**src/rtl/mem_access_ctrl_if.sv**
```systemverilog
`default_nettype none
// ============================================================================
// Module      : mem_access_ctrl_if
// Description : Request/acknowledge bus between the MEM-stage controller and
//               a variable-latency data memory.
//               master modport : controller side (drives request fields)
//               slave modport  : memory side (drives ack and read data)
//               Signals: mem_req, mem_we, mem_be[3:0], mem_addr[ADDR_W-1:0],
//                        mem_wdata[31:0], mem_ack, mem_rdata[31:0]
// Revision    : 1.0 - initial release
// ============================================================================
interface mem_access_ctrl_if #(
    parameter int ADDR_W = 32
);
    logic              mem_req;
    logic              mem_we;
    logic [3:0]        mem_be;
    logic [ADDR_W-1:0] mem_addr;
    logic [31:0]       mem_wdata;
    logic              mem_ack;
    logic [31:0]       mem_rdata;

    modport master (
        output mem_req,
        output mem_we,
        output mem_be,
        output mem_addr,
        output mem_wdata,
        input  mem_ack,
        input  mem_rdata
    );

    modport slave (
        input  mem_req,
        input  mem_we,
        input  mem_be,
        input  mem_addr,
        input  mem_wdata,
        output mem_ack,
        output mem_rdata
    );
endinterface
`default_nettype wire

```
**src/rtl/mem_access_ctrl.sv**
```systemverilog
`default_nettype none
// ============================================================================
// Module      : mem_access_ctrl
// Description : RV32I MEM-stage load/store controller. Aligns store data and
//               byte enables to the word address, issues one request per
//               access over a req/ack handshake, stalls the pipeline while the
//               access is outstanding, and extends the returned load word.
//               Also counts completed accesses and stall cycles.
// Ports       : clk, rst_n (sync, active-low)
//               load_type_MEM[2:0], cache_write_en_MEM[3:0], addr_MEM,
//               store_data_MEM[31:0], bubbleM            - pipeline inputs
//               bus (mem_access_ctrl_if.master)           - memory handshake
//               stall_mem, misaligned, load_data_MEM[31:0] - pipeline outputs
//               access_cnt[31:0], stall_cnt[31:0]          - perf counters
// Revision    : 1.0 - initial release
// ============================================================================
module mem_access_ctrl #(
    parameter int ADDR_W = 32
) (
    input  wire logic              clk,
    input  wire logic              rst_n,
    input  wire logic [2:0]        load_type_MEM,
    input  wire logic [3:0]        cache_write_en_MEM,
    input  wire logic [ADDR_W-1:0] addr_MEM,
    input  wire logic [31:0]       store_data_MEM,
    input  wire logic              bubbleM,
    mem_access_ctrl_if.master      bus,
    output logic                   stall_mem,
    output logic                   misaligned,
    output logic [31:0]            load_data_MEM,
    output logic [31:0]            access_cnt,
    output logic [31:0]            stall_cnt
);

    localparam logic [1:0] S_IDLE = 2'd0;
    localparam logic [1:0] S_BUSY = 2'd1;
    localparam logic [1:0] S_DONE = 2'd2;

    localparam logic [2:0] c_LT_LB  = 3'd1;
    localparam logic [2:0] c_LT_LH  = 3'd2;
    localparam logic [2:0] c_LT_LW  = 3'd3;
    localparam logic [2:0] c_LT_LBU = 3'd4;
    localparam logic [2:0] c_LT_LHU = 3'd5;

    logic [1:0]  r_state;
    logic [31:0] r_rdata_q;
    logic [1:0]  r_off_q;
    logic [31:0] r_access_cnt;
    logic [31:0] r_stall_cnt;

    logic        w_is_load;
    logic        w_is_store;
    logic        w_access;
    logic [1:0]  w_off;
    logic [6:0]  w_be7;
    logic [31:0] w_wdata;
    logic        w_mis_raw;
    logic        w_misaligned;
    logic        w_stall;
    logic [31:0] w_rshift;
    logic [15:0] w_half;

    // ------------------------------------------------------------------
    // Access decode and alignment
    // ------------------------------------------------------------------
    assign w_is_load  = (load_type_MEM >= c_LT_LB) && (load_type_MEM <= c_LT_LHU);
    assign w_is_store = (cache_write_en_MEM != 4'b0000) && !w_is_load;
    assign w_access   = w_is_load || w_is_store;
    assign w_off      = addr_MEM[1:0];

    // Enables are shifted 7 bits wide so bytes pushed past lane 3 remain
    // visible for the misalignment check instead of being lost.
    assign w_be7   = {3'b000, cache_write_en_MEM} << w_off;
    assign w_wdata = store_data_MEM << {w_off, 3'b000};

    always_comb begin
        w_mis_raw = 1'b0;
        if (w_is_store) begin
            w_mis_raw = (w_be7[6:4] != 3'b000);
        end else begin
            case (load_type_MEM)
                c_LT_LH, c_LT_LHU: w_mis_raw = (w_off == 2'd3);
                c_LT_LW:           w_mis_raw = (w_off != 2'd0);
                default:           w_mis_raw = 1'b0;
            endcase
        end
    end

    assign w_misaligned = (r_state == S_IDLE) && w_access && w_mis_raw;
    assign w_stall      = ((r_state == S_IDLE) && w_access && !w_mis_raw) ||
                          (r_state == S_BUSY);

    assign misaligned = w_misaligned;
    assign stall_mem  = w_stall;
    assign access_cnt = r_access_cnt;
    assign stall_cnt  = r_stall_cnt;

    // ------------------------------------------------------------------
    // Load extension from the captured word and offset
    // ------------------------------------------------------------------
    assign w_rshift = r_rdata_q >> {r_off_q, 3'b000};
    assign w_half   = r_off_q[1] ? r_rdata_q[31:16] : r_rdata_q[15:0];

    always_comb begin
        load_data_MEM = 32'd0;
        // A misaligned instruction never reached memory, so any captured
        // word belongs to an older access and must not leak through.
        if (!w_misaligned) begin
            case (load_type_MEM)
                c_LT_LB:  load_data_MEM = {{24{w_rshift[7]}}, w_rshift[7:0]};
                c_LT_LBU: load_data_MEM = {24'd0, w_rshift[7:0]};
                c_LT_LH:  load_data_MEM = {{16{w_half[15]}}, w_half};
                c_LT_LHU: load_data_MEM = {16'd0, w_half};
                c_LT_LW:  load_data_MEM = r_rdata_q;
                default:  load_data_MEM = 32'd0;
            endcase
        end
    end

    // ------------------------------------------------------------------
    // Handshake FSM, request registers and counters
    // ------------------------------------------------------------------
    always_ff @(posedge clk) begin
        if (!rst_n) begin
            r_state       <= S_IDLE;
            bus.mem_req   <= 1'b0;
            bus.mem_we    <= 1'b0;
            bus.mem_be    <= 4'b0000;
            bus.mem_addr  <= '0;
            bus.mem_wdata <= 32'd0;
            r_rdata_q     <= 32'd0;
            r_off_q       <= 2'd0;
            r_access_cnt  <= 32'd0;
            r_stall_cnt   <= 32'd0;
        end else begin
            if (w_stall) begin
                r_stall_cnt <= r_stall_cnt + 32'd1;
            end
            case (r_state)
                S_IDLE: begin
                    // A stray ack here belongs to an abandoned request.
                    if (w_access && !w_mis_raw) begin
                        bus.mem_req   <= 1'b1;
                        bus.mem_we    <= w_is_store;
                        bus.mem_be    <= w_be7[3:0];
                        bus.mem_addr  <= {addr_MEM[ADDR_W-1:2], 2'b00};
                        bus.mem_wdata <= w_wdata;
                        r_state       <= S_BUSY;
                    end
                end
                S_BUSY: begin
                    if (bus.mem_ack) begin
                        bus.mem_req  <= 1'b0;
                        // The issued direction is authoritative for whether
                        // this access returns data.
                        if (!bus.mem_we) begin
                            r_rdata_q <= bus.mem_rdata;
                            r_off_q   <= w_off;
                        end
                        r_access_cnt <= r_access_cnt + 32'd1;
                        r_state      <= S_DONE;
                    end
                end
                S_DONE: begin
                    // Holding here rather than in IDLE prevents the held
                    // instruction from being issued a second time.
                    if (!bubbleM) begin
                        r_state <= S_IDLE;
                    end
                end
                default: r_state <= S_IDLE;
            endcase
        end
    end

endmodule
`default_nettype wire

```
**src/flat_wrapper.sv**
```systemverilog
// flat-port wrapper written by rule: the top's interface ports become plain ports
module mem_access_ctrl_flat 
#(
    parameter int ADDR_W = 32
)
  (clk, rst_n, load_type_MEM, cache_write_en_MEM, addr_MEM, store_data_MEM, bubbleM, stall_mem, misaligned, load_data_MEM, access_cnt, stall_cnt, bus_mem_req, bus_mem_we, bus_mem_be, bus_mem_addr, bus_mem_wdata, bus_mem_ack, bus_mem_rdata);
  mem_access_ctrl_if #(.ADDR_W(ADDR_W)) bus_i ();
  input  wire logic clk;
  input  wire logic rst_n;
  input  wire logic [2:0] load_type_MEM;
  input  wire logic [3:0] cache_write_en_MEM;
  input  wire logic [ADDR_W-1:0] addr_MEM;
  input  wire logic [31:0] store_data_MEM;
  input  wire logic bubbleM;
  output logic stall_mem;
  output logic misaligned;
  output logic [31:0] load_data_MEM;
  output logic [31:0] access_cnt;
  output logic [31:0] stall_cnt;
  output wire logic [$bits(bus_i.mem_req)-1:0] bus_mem_req;
  output wire logic [$bits(bus_i.mem_we)-1:0] bus_mem_we;
  output wire logic [$bits(bus_i.mem_be)-1:0] bus_mem_be;
  output wire logic [$bits(bus_i.mem_addr)-1:0] bus_mem_addr;
  output wire logic [$bits(bus_i.mem_wdata)-1:0] bus_mem_wdata;
  input wire logic [$bits(bus_i.mem_ack)-1:0] bus_mem_ack;
  input wire logic [$bits(bus_i.mem_rdata)-1:0] bus_mem_rdata;
  assign bus_mem_req = bus_i.mem_req;
  assign bus_mem_we = bus_i.mem_we;
  assign bus_mem_be = bus_i.mem_be;
  assign bus_mem_addr = bus_i.mem_addr;
  assign bus_mem_wdata = bus_i.mem_wdata;
  assign bus_i.mem_ack = bus_mem_ack;
  assign bus_i.mem_rdata = bus_mem_rdata;
  mem_access_ctrl #(.ADDR_W(ADDR_W)) u_core (.clk(clk), .rst_n(rst_n), .load_type_MEM(load_type_MEM), .cache_write_en_MEM(cache_write_en_MEM), .addr_MEM(addr_MEM), .store_data_MEM(store_data_MEM), .bubbleM(bubbleM), .bus(bus_i), .stall_mem(stall_mem), .misaligned(misaligned), .load_data_MEM(load_data_MEM), .access_cnt(access_cnt), .stall_cnt(stall_cnt));
endmodule
```
**config.mk**
```make
export PLATFORM = sky130hd
export DESIGN_NAME = mem_access_ctrl_flat
export DESIGN_NICKNAME = d
export VERILOG_FILES = /design/src/rtl/mem_access_ctrl_if.sv /design/src/rtl/mem_access_ctrl.sv /design/src/flat_wrapper.sv
export SDC_FILE = /design/constraint.sdc
export NUM_CORES = 1
export LEC_CHECK = 0
export CORE_AREA = 2 2 145 147
export CTS_CLUSTER_SIZE = 12
export DETAILED_ROUTE_END_ITERATION = 6
export DIE_AREA = 0 0 147 149
export PLACE_DENSITY = 0.8
export SYNTH_ARGS = -nofsm -noshare
export SYNTH_HDL_FRONTEND = slang
export SYNTH_SLANG_ARGS = --single-unit
```
**constraint.sdc**
```tcl
create_clock -name clk -period 2 [get_ports clk]
set_input_delay 0.2 -clock clk [delete_from_list [all_inputs] [get_ports clk]]
set_output_delay 0.2 -clock clk [all_outputs]
set_load 0.01 [all_outputs]
```
# Word level (Yosys, flattened, before mapping)
# Index checks and enable logic that the tools add are counted.
# totals
input_bits	107
output_inout_bits	168
word_cells	62
ff_bits	168
# classes
n_lt_le_gt_ge	2
add_sub_neg	2
shifts	3
n_eq_ne	11
muxes	12
n_bitwise	1
reduce_logical	21
# ops
operator	n
$pmux 32 s5	1
$add 32x1->32 const B	2
$mux 32	1
$shl 32x5->32	1
$shr 32x5->8	1
$mux 16	1
$reduce_and 3->1	3
$shl 4x2->7	1
$eq 3x2->1 const B	2
$eq 3x3->1 const B	2
$logic_and 1x1->1	6
$mux 2	3
$ne 2x2->1 const B	3
$pmux 2 s3	1
$eq 2x2->1 const B	2
$pmux 1 s2	2
$reduce_and 2->1	2
$reduce_bool 2->1	2
$reduce_bool 4->1	1
$eq 3x1->1 const B	1
$ge 3x1->1 const B	1
$le 3x3->1 const B	1
$mux 1	3
$reduce_bool 3->1	1
6 further kinds	8

# Logic depth before layout (Yosys ltp)
# depth
ltp_word	9
ltp_mapped	10
mapped_depth_nobuf	6

# Worst setup path before layout
# OpenSTA, ideal clock, no wires.
# synth_timing
path_kind	register to output
startpoint	reg u_core.r_off_q[1]
endpoint	out load_data_MEM[21]
arrival_time_ns	1.843
slack_ns	-0.043
required_ns	1.800
n_path_buf	3
path_stages_with_launch	9
path_cell_list	dfxtp_1 -> buf_2 -> mux2_1 -> a21oi_1 -> o21ai_0 -> nand2b_1 -> clkbuf_1 -> clkbuf_1 -> a21oi_1
# synth_between
elab_chain_cells	3
elab_cells_between_ends	4
classes_between	shift: 1; mux: 3
# synth_lines
item	line	text
from (decl)	mem_access_ctrl.sv:47	logic [1:0] r_off_q;
from (signal assigned)	mem_access_ctrl.sv:158	r_off_q <= w_off;
$shr 32x5->8 or $mux 16 (tied branches)	mem_access_ctrl.sv:101, mem_access_ctrl.sv:102	
$pmux 32 s5 (*)	mem_access_ctrl.sv:109	case (load_type_MEM)
$mux 32 (*)	mem_access_ctrl.sv:108	if (!w_misaligned) begin
to (decl)	flat_wrapper.sv:17	output logic [31:0] load_data_MEM;
# Mark *: on every way between the ends. The rest lies on a longest branch, timed or not.

# Worst setup path after layout
# layout_timing
startpoint	reg u_core.r_off_q[1]
endpoint	out load_data_MEM[16]
# The elaborated chain is that of the path after synthesis.

==> run metrics <==
status complete, but fails checks; failing checks negative setup slack; Final Hold Fails 0; largest area contributor in the netlist dfxtp_1; Core Util, Final 60.44%; die area 21900 µm²; Post-DRT Antenna Nets 0; vias in the first global route 8016; CP max stage cell dfxtp_2; initial antenna violation count 4; layout cells sized above 1 19.08%; DR WL/cell ~16 µm; min cycle time layout 2362 ps; setup TNS -8811 ps; maximum vdd drop 0.5472 mV; largest net degree at the start of global routing ~120; Cells after DPL about 1600; Synth Cell Area 8015 µm²; Max-cap violations 0; router iterations before antenna repair 6; Detailed Place HPWL 18190 µm; Via density 5.259; crit-path cells buf_6, mux2i_1, nor2_1, a21oi_2, buf_4, buf_4, o21ai_4, nand2b_4, buf_6, a21oi_2, buf_2; filler-free cell count of the finished design 1631; WP data arrival 2160 ps; Setup violations, final 32; Max Buffers Root-to-Sink 2; Post-synth EDFFs 0; Die Height 149 µm; most frequent cell after synthesis nand2_1; Synth Instances 1016; Clk Latency, worst-skew pair roughly 440 ps; skew final between 20 and 30 ps; Place WS -706.8 ps; Post-synth ARST share 0%; yosys warns 0; class of the worst hold path input port to flop; aggregate global-route resource usage 23.08%; fin. max-slew vios 0; Clock Tree Root clkbuf_16; Synth Flop Type dfxtp_1; first-pass GRT wire length 41000 µm; Initial DRC Count 537; Yosys reg bits 168; P per Cell Area 693.1 nW/µm²; Worst slew margin 50.20%; Initial Util 38.99%; Worst-Margin Slew 745.4 ps; cell area after placement approximately 12000 µm²; Layout area overhead 55.03%; Final Cell Area 12430 µm²; Crit path required time 1800 ps; largest fanout on the critical path 6; register area 3366 µm²; number of fill cells approximately 1800; worst setup margin -361.8 ps; die width 147 µm; nets 1448; leakage power 4.646 nW; largest cells by area after synthesis dfxtp_1 (42%), nand2_1 (8.1%), nand3_1 (6.6%); core region area 20560 µm²; synth cell count leaders nand2_1 (173), dfxtp_1 (168), nand3_1 (105); RSZ-0062 raised after global routing yes; sequential cell area fraction in the yosys report 41.96%; site row count 53; Port Buffers 272; Tot Pwr between 8 and 9 mW; crit end category output pin; Clock transition at path regs 60 ps; Routed WL 26090 µm; Num CTS Buffers 17; critical path class flop to output pin; Yosys top cell area share a little over two fifths; GP Congestion 0.9196; num ports 275; grt ovf 0; Tcrit/Tclk final 118.1%; CTS tree yes; crit-path max cell delay roughly 340 ps; hold slack about 160 ps; mean post-synth cell area 7.889 µm²; Synth cell types 59; Residual DRC 0; DR vias 8578; area of the multi-input gates 4521 µm²; f_max around 0.42 GHz; Clock Sinks between 150 and 200; H-tree depth 4; type of origin of the critical path flop
-- kinds of logic (layout without fill, tap and decap cells) --
| kind of cell | after synthesis | in the layout | synth area share, % |
|---|---|---|---|
| AND/OR/NAND/NOR | 444 | 444 | 26.04 |
| flip-flops | 168 | 168 | 41.96 |
| buffers and inverters | 96 | 431 | 5.183 |
| other | 1 | 6 | 0.04679 |
| AO/OA/AOI/OAI | 225 | 225 | 16.75 |
| adder cells (fa/ha/maj) | 3 | 3 | 0.4370 |
| XOR/XNOR | 35 | 35 | 3.824 |
| multiplexers | 44 | 44 | 5.760 |
-- cell type report --
class                   instances  share of cell area [%]
inverters                      15                  0.4632
diodes                          4                 0.08056
flip-flops and latches        168                   27.09
clock buffers                  19                   3.565
well taps                     275                   2.769
clock inverters                13                   1.088
repair buffers                384                   28.57
multi-input cells             753                   36.38
-- cells in the final DEF, fill, tap and decap left out, types with 8 or more instances in the layout --
| cell | netlist | layout |
|---|---|---|
| o31ai_1 | 21 | 21 |
| clkdlybuf4s50_1 | 0 | 228 |
| nor2_1 | 77 | 71 |
| o21ai_0 | 17 | 16 |
| a21oi_2 | 0 | 20 |
| mux2_2 | 16 | 9 |
| nand2_1 | 173 | 173 |
| nand4_1 | 15 | 15 |
| buf_4 | 5 | 91 |
| buf_2 | 17 | 34 |
| nand3_1 | 105 | 103 |
| buf_12 | 0 | 10 |
| a222oi_1 | 8 | 8 |
| dfxtp_1 | 168 | 166 |
| or3_1 | 11 | 10 |
| mux2_4 | 0 | 8 |
| clkbuf_16 | 0 | 17 |
| o41ai_1 | 8 | 8 |
| inv_1 | 12 | 10 |
| mux2i_1 | 27 | 27 |
| or4_1 | 12 | 11 |
| a21oi_1 | 92 | 72 |
| o21ai_1 | 49 | 47 |
| xnor2_1 | 11 | 11 |
| buf_6 | 2 | 11 |
| xor2_1 | 24 | 24 |
-- sequential cells by signal, summed over array words and instances (netlist names) --
| signal | flops |
|---|---|
| u_core.bus.mem_addr | 30 |
| u_core.r_rdata_q | 32 |
| u_core.stall_cnt | 32 |
| u_core.access_cnt | 32 |
| u_core.bus.mem_req | 1 |
| u_core.bus.mem_wdata | 32 |
| u_core.bus.mem_be | 4 |
| u_core.bus.mem_we | 1 |
| u_core.r_state | 2 |
| u_core.r_off_q | 2 |
-- critical path: cells and delay by family (launching register included) --
kind,cells,cell delay [ps]
AND/OR/NAND/NOR,2,240
buffers and inverters,5,690
flip-flops,1,340
multiplexers,1,120
AO/OA/AOI/OAI,3,350
-- final timing paths --
check / from / endpoint / slack (ps) / cells after the start
hold reg to reg: u_core.bus.mem_addr[15] / u_core.bus.mem_addr[15] / 460 / 2
setup / recovery: u_core.r_off_q[1] / load_data_MEM[16] / -360 / 11
hold / removal: cache_write_en_MEM[0] / u_core.bus.mem_be[0] / 160 / 3
setup reg to reg: u_core.stall_cnt[3] / u_core.stall_cnt[21] / 130 / 7
-- metal layers --
metal	global-route usage, %	part of all wire [%]	vias to the layer above	wire, µm
met5	0	0	-	0
li1	-	-	4228	-
met4	8.462	3.1	0	808
met1	28.15	41	3989	10710
met2	38.78	48	310	12550
met3	6.881	7.8	51	2024
-- where the power goes --
| part | total (mW) | internal (mW) | switching [mW] | leakage, nW |
|---|---|---|---|---|
| logic | 1.73 | 0.873 | 0.858 | 3.01 |
| registers | 3.65 | 3.53 | 0.121 | 1.37 |
| clock network | 3.23 | 1.78 | 1.45 | 0.271 |
| total | 8.61 | 6.18 | 2.43 | 4.65 |
-- what timing repair did --
action,CTS,global route
gates resized for setup,196,26
hold buffers,0,0
pin swaps,26,19
setup buffers,6,7
setup endpoints to repair,43,50
cloned,1,0
(Power assumes the default switching activity.)
